**src/rtl/backward_arbiter_wrr_if.sv**
```systemverilog
// Return-path arbiter bundle: slave FIFO heads and master FIFO status in, grant/push/pop out.
// The master modport is the arbiter side; the slave modport is the crossbar/FIFO side.
interface backward_arbiter_wrr_if #(
  parameter int MASTERS  = 2,
  parameter int SLAVES   = 2,
  parameter int WEIGHT_W = 4
);
  localparam int MW = (MASTERS > 1) ? $clog2(MASTERS) : 1;
  localparam int SW = (SLAVES > 1) ? $clog2(SLAVES) : 1;

  logic [SLAVES-1:0]               slave_fifo_empty;
  logic [SLAVES-1:0][MW-1:0]       slave_master_dest;
  logic [SLAVES-1:0]               slave_last;
  logic [SLAVES-1:0][WEIGHT_W-1:0] slave_weight;
  logic                            master_fifo_full;
  logic                            push_to_fifo;
  logic [SLAVES-1:0]               pop_slave;
  logic                            grant_valid;
  logic [SW-1:0]                   grant_slave_number;
  logic                            locked;

  modport master (
    input  slave_fifo_empty, slave_master_dest, slave_last, slave_weight, master_fifo_full,
    output push_to_fifo, pop_slave, grant_valid, grant_slave_number, locked
  );

  modport slave (
    output slave_fifo_empty, slave_master_dest, slave_last, slave_weight, master_fifo_full,
    input  push_to_fifo, pop_slave, grant_valid, grant_slave_number, locked
  );
endinterface

```
**src/rtl/backward_arbiter_wrr.sv**
```systemverilog
// Weighted round-robin return arbiter with burst lock; grant is combinational (0 cycles),
// master_fifo_full stalls push/pop and freezes all arbitration state.
module backward_arbiter_wrr #(
  parameter int MASTERS   = 2,
  parameter int SLAVES    = 2,
  parameter int MASTER_ID = 0,
  parameter int WEIGHT_W  = 4
) (
  input  logic                  ACLK,
  input  logic                  ARESET,
  backward_arbiter_wrr_if.master bus
);
  localparam int MW = (MASTERS > 1) ? $clog2(MASTERS) : 1;
  localparam int SW = (SLAVES > 1) ? $clog2(SLAVES) : 1;

  typedef enum logic {IDLE, LOCKED} state_t;

  state_t              state_q, state_d;
  logic [SW-1:0]       ptr_q, ptr_d, lock_q, lock_d;
  logic [WEIGHT_W-1:0] cred_q, cred_d;
  logic [SLAVES-1:0]   req, pop;
  logic                cand_vld, gnt_vld, push, done;
  logic [SW-1:0]       cand, gnt;
  logic [WEIGHT_W:0]   eff_w;

  always_comb begin
    for (int i = 0; i < SLAVES; i++)
      req[i] = ~bus.slave_fifo_empty[i] & (bus.slave_master_dest[i] == MW'(MASTER_ID));
  end

  // Scan from the highest offset down so the offset closest to ptr wins.
  always_comb begin
    cand_vld = 1'b0;
    cand     = '0;
    for (int k = SLAVES - 1; k >= 0; k--) begin
      if (req[(int'(ptr_q) + k) % SLAVES]) begin
        cand_vld = 1'b1;
        cand     = SW'((int'(ptr_q) + k) % SLAVES);
      end
    end
  end

  always_ff @(posedge ACLK) begin
    if (ARESET) begin
      state_q <= IDLE;
      ptr_q   <= '0;
      lock_q  <= '0;
      cred_q  <= '0;
    end else begin
      state_q <= state_d;
      ptr_q   <= ptr_d;
      lock_q  <= lock_d;
      cred_q  <= cred_d;
    end
  end

  always_comb begin
    state_d = state_q;
    ptr_d   = ptr_q;
    lock_d  = lock_q;
    cred_d  = cred_q;
    eff_w   = (bus.slave_weight[gnt] == '0) ? (WEIGHT_W+1)'(1) : {1'b0, bus.slave_weight[gnt]};
    if (push && state_q == IDLE && !bus.slave_last[gnt]) begin
      state_d = LOCKED;
      lock_d  = gnt;
    end
    if (done) begin
      state_d = IDLE;
      if (gnt == ptr_q && ({1'b0, cred_q} + (WEIGHT_W+1)'(1)) < eff_w) begin
        cred_d = cred_q + WEIGHT_W'(1);
      end else begin
        ptr_d  = (int'(gnt) == SLAVES - 1) ? '0 : gnt + SW'(1);
        cred_d = '0;
      end
    end
  end

  always_comb begin
    gnt_vld = 1'b0;
    gnt     = '0;
    if (!ARESET) begin
      if (state_q == IDLE) begin
        gnt_vld = cand_vld;
        gnt     = cand_vld ? cand : '0;
      end else begin
        gnt_vld = req[lock_q];
        gnt     = req[lock_q] ? lock_q : '0;
      end
    end
    push = gnt_vld & ~bus.master_fifo_full;
    done = push & bus.slave_last[gnt];
    for (int i = 0; i < SLAVES; i++)
      pop[i] = push && (gnt == SW'(i));
  end

  assign bus.grant_valid        = gnt_vld;
  assign bus.grant_slave_number = gnt;
  assign bus.push_to_fifo       = push;
  assign bus.pop_slave          = pop;
  assign bus.locked             = (state_q == LOCKED) & ~ARESET;
endmodule

```
**src/flat_wrapper.sv**
```systemverilog
// flat-port wrapper written by rule: the top's interface ports become plain ports
module backward_arbiter_wrr_flat 
#(
  parameter int MASTERS   = 2,
  parameter int SLAVES    = 2,
  parameter int MASTER_ID = 0,
  parameter int WEIGHT_W  = 4
)
  (ACLK, ARESET, bus_slave_fifo_empty, bus_slave_master_dest, bus_slave_last, bus_slave_weight, bus_master_fifo_full, bus_push_to_fifo, bus_pop_slave, bus_grant_valid, bus_grant_slave_number, bus_locked);
  backward_arbiter_wrr_if #(.MASTERS(MASTERS), .SLAVES(SLAVES), .WEIGHT_W(WEIGHT_W)) bus_i ();
  input  logic ACLK;
  input  logic ARESET;
  input wire logic [$bits(bus_i.slave_fifo_empty)-1:0] bus_slave_fifo_empty;
  input wire logic [$bits(bus_i.slave_master_dest)-1:0] bus_slave_master_dest;
  input wire logic [$bits(bus_i.slave_last)-1:0] bus_slave_last;
  input wire logic [$bits(bus_i.slave_weight)-1:0] bus_slave_weight;
  input wire logic [$bits(bus_i.master_fifo_full)-1:0] bus_master_fifo_full;
  output wire logic [$bits(bus_i.push_to_fifo)-1:0] bus_push_to_fifo;
  output wire logic [$bits(bus_i.pop_slave)-1:0] bus_pop_slave;
  output wire logic [$bits(bus_i.grant_valid)-1:0] bus_grant_valid;
  output wire logic [$bits(bus_i.grant_slave_number)-1:0] bus_grant_slave_number;
  output wire logic [$bits(bus_i.locked)-1:0] bus_locked;
  assign bus_i.slave_fifo_empty = bus_slave_fifo_empty;
  assign bus_i.slave_master_dest = bus_slave_master_dest;
  assign bus_i.slave_last = bus_slave_last;
  assign bus_i.slave_weight = bus_slave_weight;
  assign bus_i.master_fifo_full = bus_master_fifo_full;
  assign bus_push_to_fifo = bus_i.push_to_fifo;
  assign bus_pop_slave = bus_i.pop_slave;
  assign bus_grant_valid = bus_i.grant_valid;
  assign bus_grant_slave_number = bus_i.grant_slave_number;
  assign bus_locked = bus_i.locked;
  backward_arbiter_wrr #(.MASTERS(MASTERS), .SLAVES(SLAVES), .MASTER_ID(MASTER_ID), .WEIGHT_W(WEIGHT_W)) u_core (.ACLK(ACLK), .ARESET(ARESET), .bus(bus_i));
endmodule
```
**config.mk**
```make
export PLATFORM = sky130hd
export DESIGN_NAME = backward_arbiter_wrr_flat
export DESIGN_NICKNAME = d
export VERILOG_FILES = /design/src/rtl/backward_arbiter_wrr_if.sv /design/src/rtl/backward_arbiter_wrr.sv /design/src/flat_wrapper.sv
export SDC_FILE = /design/constraint.sdc
export NUM_CORES = 1
export LEC_CHECK = 0
export CAP_MARGIN = 20
export CELL_PAD_IN_SITES_DETAIL_PLACEMENT = 1
export CELL_PAD_IN_SITES_GLOBAL_PLACEMENT = 1
export CORE_ASPECT_RATIO = 0.6
export CORE_MARGIN = 2
export CORE_UTILIZATION = 28
export CTS_CLUSTER_DIAMETER = 80
export CTS_CLUSTER_SIZE = 10
export DETAILED_ROUTE_END_ITERATION = 10
export HOLD_SLACK_MARGIN = 0.03
export PLACE_DENSITY = 0.86
export SLEW_MARGIN = 20
export SYNTH_ARGS = -nofsm -noshare
export SYNTH_HDL_FRONTEND = slang
export SYNTH_SLANG_ARGS = --single-unit
```
**constraint.sdc**
```tcl
create_clock -name ACLK -period 2.87 [get_ports ACLK]
set_clock_uncertainty 0.05 [all_clocks]
set_input_delay 0.574 -clock ACLK [delete_from_list [all_inputs] [get_ports ACLK]]
set_output_delay 0.574 -clock ACLK [all_outputs]
set_load 0.01 [all_outputs]
```
# Word level (Yosys, flattened, before mapping)

Index checks and enable logic that the tools add are counted.
W data, S select, Z words.

Register bits: 7
Output and inout bits: 6
Logic and storage cells: 62

Add/sub/neg operators: 4
Magnitude comparators: 5
Equality and inequality tests: 1
Mux-type cells: 24
Bitwise logic cells: 15
Reductions and logical operators: 9

Operators with widths:

| operator              | number |
|---|---|
| $mux W1               | 20 |
| $mux W4               | 4 |
| $not A1 Y1            | 9 |
| $lt A1 B2 Y1 const B  | 3 |
| $add A4 B1 Y5 const B | 1 |
| $and A1 B1 Y1         | 5 |
| $logic_and A1 B1 Y1   | 5 |
| $lt A5 B5 Y1          | 1 |
| $add A4 B1 Y4 const B | 1 |
| $logic_not A4 Y1      | 1 |
| $lt A2 B3 Y1 const B  | 1 |
| $add A1 B1 Y1 const B | 2 |
| $reduce_and A2 Y1     | 1 |
| $reduce_or A2 Y1      | 1 |
| $and A1 B1 Y1 const A | 1 |
| $eq A1 B1 Y1          | 1 |
| $logic_not A1 Y1      | 1 |

# Logic depth before layout (Yosys ltp)

Depth after elaboration: 18
Depth in mapped cells: 10
Depth with buffers taken out: 9

# Worst setup path after synthesis

No wires, ideal clock.

Kind: input to register
Start point: in bus_slave_master_dest[1]
End point: reg u_core.ptr_q
Library setup time: 0.123 ns
Arrival time: 2.872 ns
Data required time: 2.697 ns
Setup slack: -0.175 ns
Cell stages on the path: 10
Cells stage by stage: or3_4 -> or3_1 -> buf_6 -> mux2i_1 -> ha_1 -> nand3_1 -> a31oi_1 -> nand3_1 -> a31oi_1 -> mux2_1

Word-level cells in the longest chain between the ends: 18
Elaborated cells on any way between the ends: 34
Those cells by class: 1 x add/sub; 1 x order compare; 1 x eq/ne; 23 x mux; 5 x bitwise; 3 x reduce/logical

Ends and longest elaborated chain:

| element                                     | line                       | RTL |
|---|---|---|
| from (decl)                                 | flat_wrapper.sv:14         | `input wire logic [$bits(bus_i.slave_master_dest)-1:0] bus_slave_master_dest;` |
| $not A1 Y1 *                                | backward_arbiter_wrr.sv:28 | `req[i] = ~bus.slave_fifo_empty[i] & (bus.slave_master_dest[i] == MW'(MASTER_ID));` |
| $and A1 B1 Y1 *                             | backward_arbiter_wrr.sv:28 |  |
| $mux W1 (not written as such) (3 in series) | backward_arbiter_wrr.sv:36 | `if (req[(int'(ptr_q) + k) % SLAVES]) begin` |
| $mux W1 (2 in series)                       | backward_arbiter_wrr.sv:36 |  |
| $mux W1                                     | backward_arbiter_wrr.sv:84 | `gnt = cand_vld ? cand : '0;` |
| $mux W1                                     | backward_arbiter_wrr.sv:82 | `if (state_q == IDLE) begin` |
| $mux W1                                     | backward_arbiter_wrr.sv:81 | `if (!ARESET) begin` |
| $mux W4 (not written as such) (2 in series) | backward_arbiter_wrr.sv:62 | `eff_w = (bus.slave_weight[gnt] == '0) ? (WEIGHT_W+1)'(1) : {1'b0, bus.slave_weight[gnt]};` |
| $logic_not A4 Y1                            | backward_arbiter_wrr.sv:62 |  |
| $mux W4                                     | backward_arbiter_wrr.sv:62 |  |
| $lt A5 B5 Y1                                | backward_arbiter_wrr.sv:69 | `if (gnt == ptr_q && ({1'b0, cred_q} + (WEIGHT_W+1)'(1)) < eff_w) begin` |
| $logic_and A1 B1 Y1                         | backward_arbiter_wrr.sv:69 |  |
| $not A1 Y1 (no line)                        | --                         |  |
| $reduce_and A2 Y1 (no line)                 | --                         |  |
| to (signal assigned)                        | backward_arbiter_wrr.sv:51 | `ptr_q <= ptr_d;` |
| to (decl)                                   | backward_arbiter_wrr.sv:19 | `logic [SW-1:0] ptr_q, ptr_d, lock_q, lock_d;` |

Every way passes the cells marked *; elsewhere a longest branch is shown, timed or not. The select of a mux whose other input is x is not followed.
A chain may end at the register's enable or synchronous reset.

# Final worst setup path

Ends and elaborated chain as after synthesis.

==> flow_metrics.env <==
export IMPL_status="complete, no violations"
export IMPL_setup_ws_ns=0.0524
export IMPL_floorplan_core_area_sq_um=2180
export IMPL_wirelength_mm=2.76
export IMPL_drt_iter0_markers=12
export IMPL_drv_cap=0
export IMPL_detail_route_antenna_nets=0
export IMPL_avgViaCountPerCell=5.34
export IMPL_gpl_final_weighted_congestion=0.793
export IMPL_number_of_buffers_on_the_longest_clock_path=2
export IMPL_die_height_um=41.2
export IMPL_first_global_vias=877
export IMPL_p_leak_nw=0.490
export IMPL_final_setup_viol_count=0
export IMPL_ys_top_cells_by_count="dfxtp_1 (7), inv_1 (6), nand2b_1 (5)"
export IMPL_port_buffer_count=22
export IMPL_grt_overflow_total=0
export IMPL_worst_ep_arrival_time_ns=2.88
export IMPL_number_of_rows_in_the_core_area=13
export IMPL_seqCellArea_sq_um=140
export IMPL_placement_cell_area_sq_um=1030
export IMPL_grt_first_pass_wirelength_mm=4.30
export IMPL_ioPinCount=23
export IMPL_yosysUniqueCellTypes=37
export IMPL_cts_hold_repair_buffers=0
export IMPL_worst_margin_slew_ns=0.368
export IMPL_yosys_most_used_dff="dfxtp_1"
export IMPL_post_place_ws_ns=-0.623
export IMPL_final_min_period_over_clock_period_pct=98.2
export IMPL_power_density_nw_per_um2=307
export IMPL_synth_ff_latch_count=7
export IMPL_fillers=266
export IMPL_synth_cells=77
export IMPL_hold_path_class="flop to flop"
export IMPL_ys_async_sr_fraction_pct=0
export IMPL_syn_mean_instance_area_sq_um=8.40
export IMPL_yosysWarningCount=0
export IMPL_die_width_um=66.1
export IMPL_grt_antenna_before_repair=0
export IMPL_drt_drc_violations_left=0
export IMPL_worst_setup_path_end_kind="flop"
export IMPL_synthMostInstantiatedCell="dfxtp_1"
export IMPL_worstSkewPairLatency_ns=0.23
export IMPL_synthTopCellsByArea="dfxtp_1 (22%), ha_1 (7.7%), nand2b_1 (4.8%)"
export IMPL_worst_endpoint_required_ns=2.93
export IMPL_post_synth_instance_area_sq_um=647
export IMPL_synth_top_cell_area_share_pct=21.7
export IMPL_finalNetCount=140
export IMPL_relSlewSlack_pct=75.2
export IMPL_groute_usage_overall_pct=22.3
export IMPL_post_cts_clock_slew_at_the_launch_and_capture_registers_of_the_worst_setup_and_hold_paths_ns=0.04
export IMPL_cts_sinks=7
export IMPL_ir_worst_vdd_uv=143
export IMPL_dp_hpwl_mm=2.09
export IMPL_fmax_ghz=0.355
export IMPL_final_max_slew_violation_count=0
export IMPL_grt_max_degree=11
export IMPL_diodes=0
export IMPL_period_needed_ns=2.82
export IMPL_multi_input_gate_area_sq_um=587
export IMPL_number_of_flops_mapped_to_enable_cells_by_yosys=0
export IMPL_stdcell_area_sq_um=1170
export IMPL_num_vias=791
export IMPL_cp_max_fo=4
export IMPL_area_growth_syn_to_layout_pct=80.5
export IMPL_detail_route_first_pass_iterations=4
export IMPL_startpoint_type="primary input"
export IMPL_number_of_levels_the_h_tree_was_split_into=1
export IMPL_initial_cell_density_of_the_core_pct=29.7
export IMPL_tritoncts_clock_tree="yes"
export IMPL_hold_viol=0
export IMPL_cts_made_buffers=3
export IMPL_synth_seq_area_share_pct=21.7
export IMPL_synth_net_count=98
export IMPL_post_route_cells_drive_above_1_share_pct=37.3
export IMPL_crit_type="primary input to flop"
export IMPL_die_area_sq_um=2720
export IMPL_top_cell_type_by_total_area_after_synthesis="dfxtp_1"
export IMPL_drt_wl_cell_um=18.6
export IMPL_cts_root_buffer="clkbuf_8"
[power by group]
group | total [W] | internal [W] | switching (W)
logic | 0.000108 | 0.0000573 | 0.0000504
clock network | 0.000144 | 0.0000966 | 0.0000476
registers | 0.000106 | 0.000100 | 0.00000581
[cell usage in the layout (no fill, tap or decap), types with 2 or more instances in the layout]
cell             instances
ha_1                     4
or3_4                    2
buf_2                    2
nand3_1                  2
nor3_1                   3
dfxtp_1                  7
buf_4                   17
nand3_2                  2
a21o_1                   3
a31oi_4                  2
o22ai_2                  2
nand2_1                  4
dlygate4sd2_1            6
o21ai_0                  4
nand2b_1                 5
nor2_1                   3
clkbuf_8                 3
mux2i_1                  2
clkdlybuf4s50_1         13
inv_1                    6
[flip-flops by register name, indices dropped and copies added, names as in the netlist]
name            count
u_core.state_q      1
u_core.cred_q       4
u_core.ptr_q        1
u_core.lock_q       1
[worst max-delay path: stages]
cell and delay (ns):
buf_6 0.09, or3_4 0.38, or3_4 0.42, mux2i_2 0.17, ha_1 0.31, nand3_2 0.10
a31oi_4 0.20, nand3_4 0.12, a31oi_4 0.21, mux2_4 0.31
[per-layer routing]
metal  part of all wire (%)  global-route usage (%)
met1                     47                    27.3
met4                    2.6                    12.8
met3                    2.9                    1.92
met2                     48                    40.7
met5                      0                       0
[layout make-up]
class                           instances  share of cell area (%)
Tap cell                               30                    3.22
Sequential cell                         7                    12.0
Timing Repair Buffer                   39                    28.4
Clock buffer                            4                    3.86
Multi-Input combinational cell         61                    50.3
Inverter                                7                    2.25
[per-stage QoR]
| step | std cells | setup TNS, ns | util [%] | total power, W | hold slack [ns] |
|---|---|---|---|---|---|
| after floorplan | 77 | -0.0371 | - | 0.000145 | 0.422 |
| after global placement | 143 | -3.59 | 47.4 | 0.000198 | 0.433 |
| after detailed placement | 143 | -4.66 | 47.4 | 0.000203 | 0.452 |
| after CTS | 148 | 0 | 51.5 | 0.000350 | 0.462 |
| after global routing | 148 | -0.00744 | 53.6 | 0.000373 | 0.518 |
| final | 148 | 0 | 53.6 | 0.000358 | 0.474 |
[cell families (layout without fill, tap and decap cells)]
group / count (synthesis) / count (layout) / synth area share (%)
buffers and inverters: 9 / 50 / 6.57
XOR/XNOR: 2 / 2 / 2.71
AO/OA/AOI/OAI: 20 / 20 / 23.2
AND/OR/NAND/NOR: 31 / 31 / 31.7
flip-flops: 7 / 7 / 21.7
adder cells (fa/ha/maj): 4 / 4 / 7.74
multiplexers: 4 / 4 / 6.38
[worst paths after layout]
check                           start          endpoint  slack (ns)  cells past startpoint
max          bus_slave_master_dest[1]      u_core.ptr_q        0.05                     10
min                  u_core.cred_q[1]  u_core.cred_q[1]        0.47                      2
max reg2reg            u_core.state_q      u_core.ptr_q        0.20                      9
min reg2reg          u_core.cred_q[1]  u_core.cred_q[1]        0.47                      2
[timing repair]
action | CTS | global route
pin swaps | 7 | 8
gates resized for setup | 28 | 6
endpoints found under the setup margin | 10 | 4
buffers inserted | 1 | 0
cloned | 0 | 0
(Power assumes the default switching activity.)
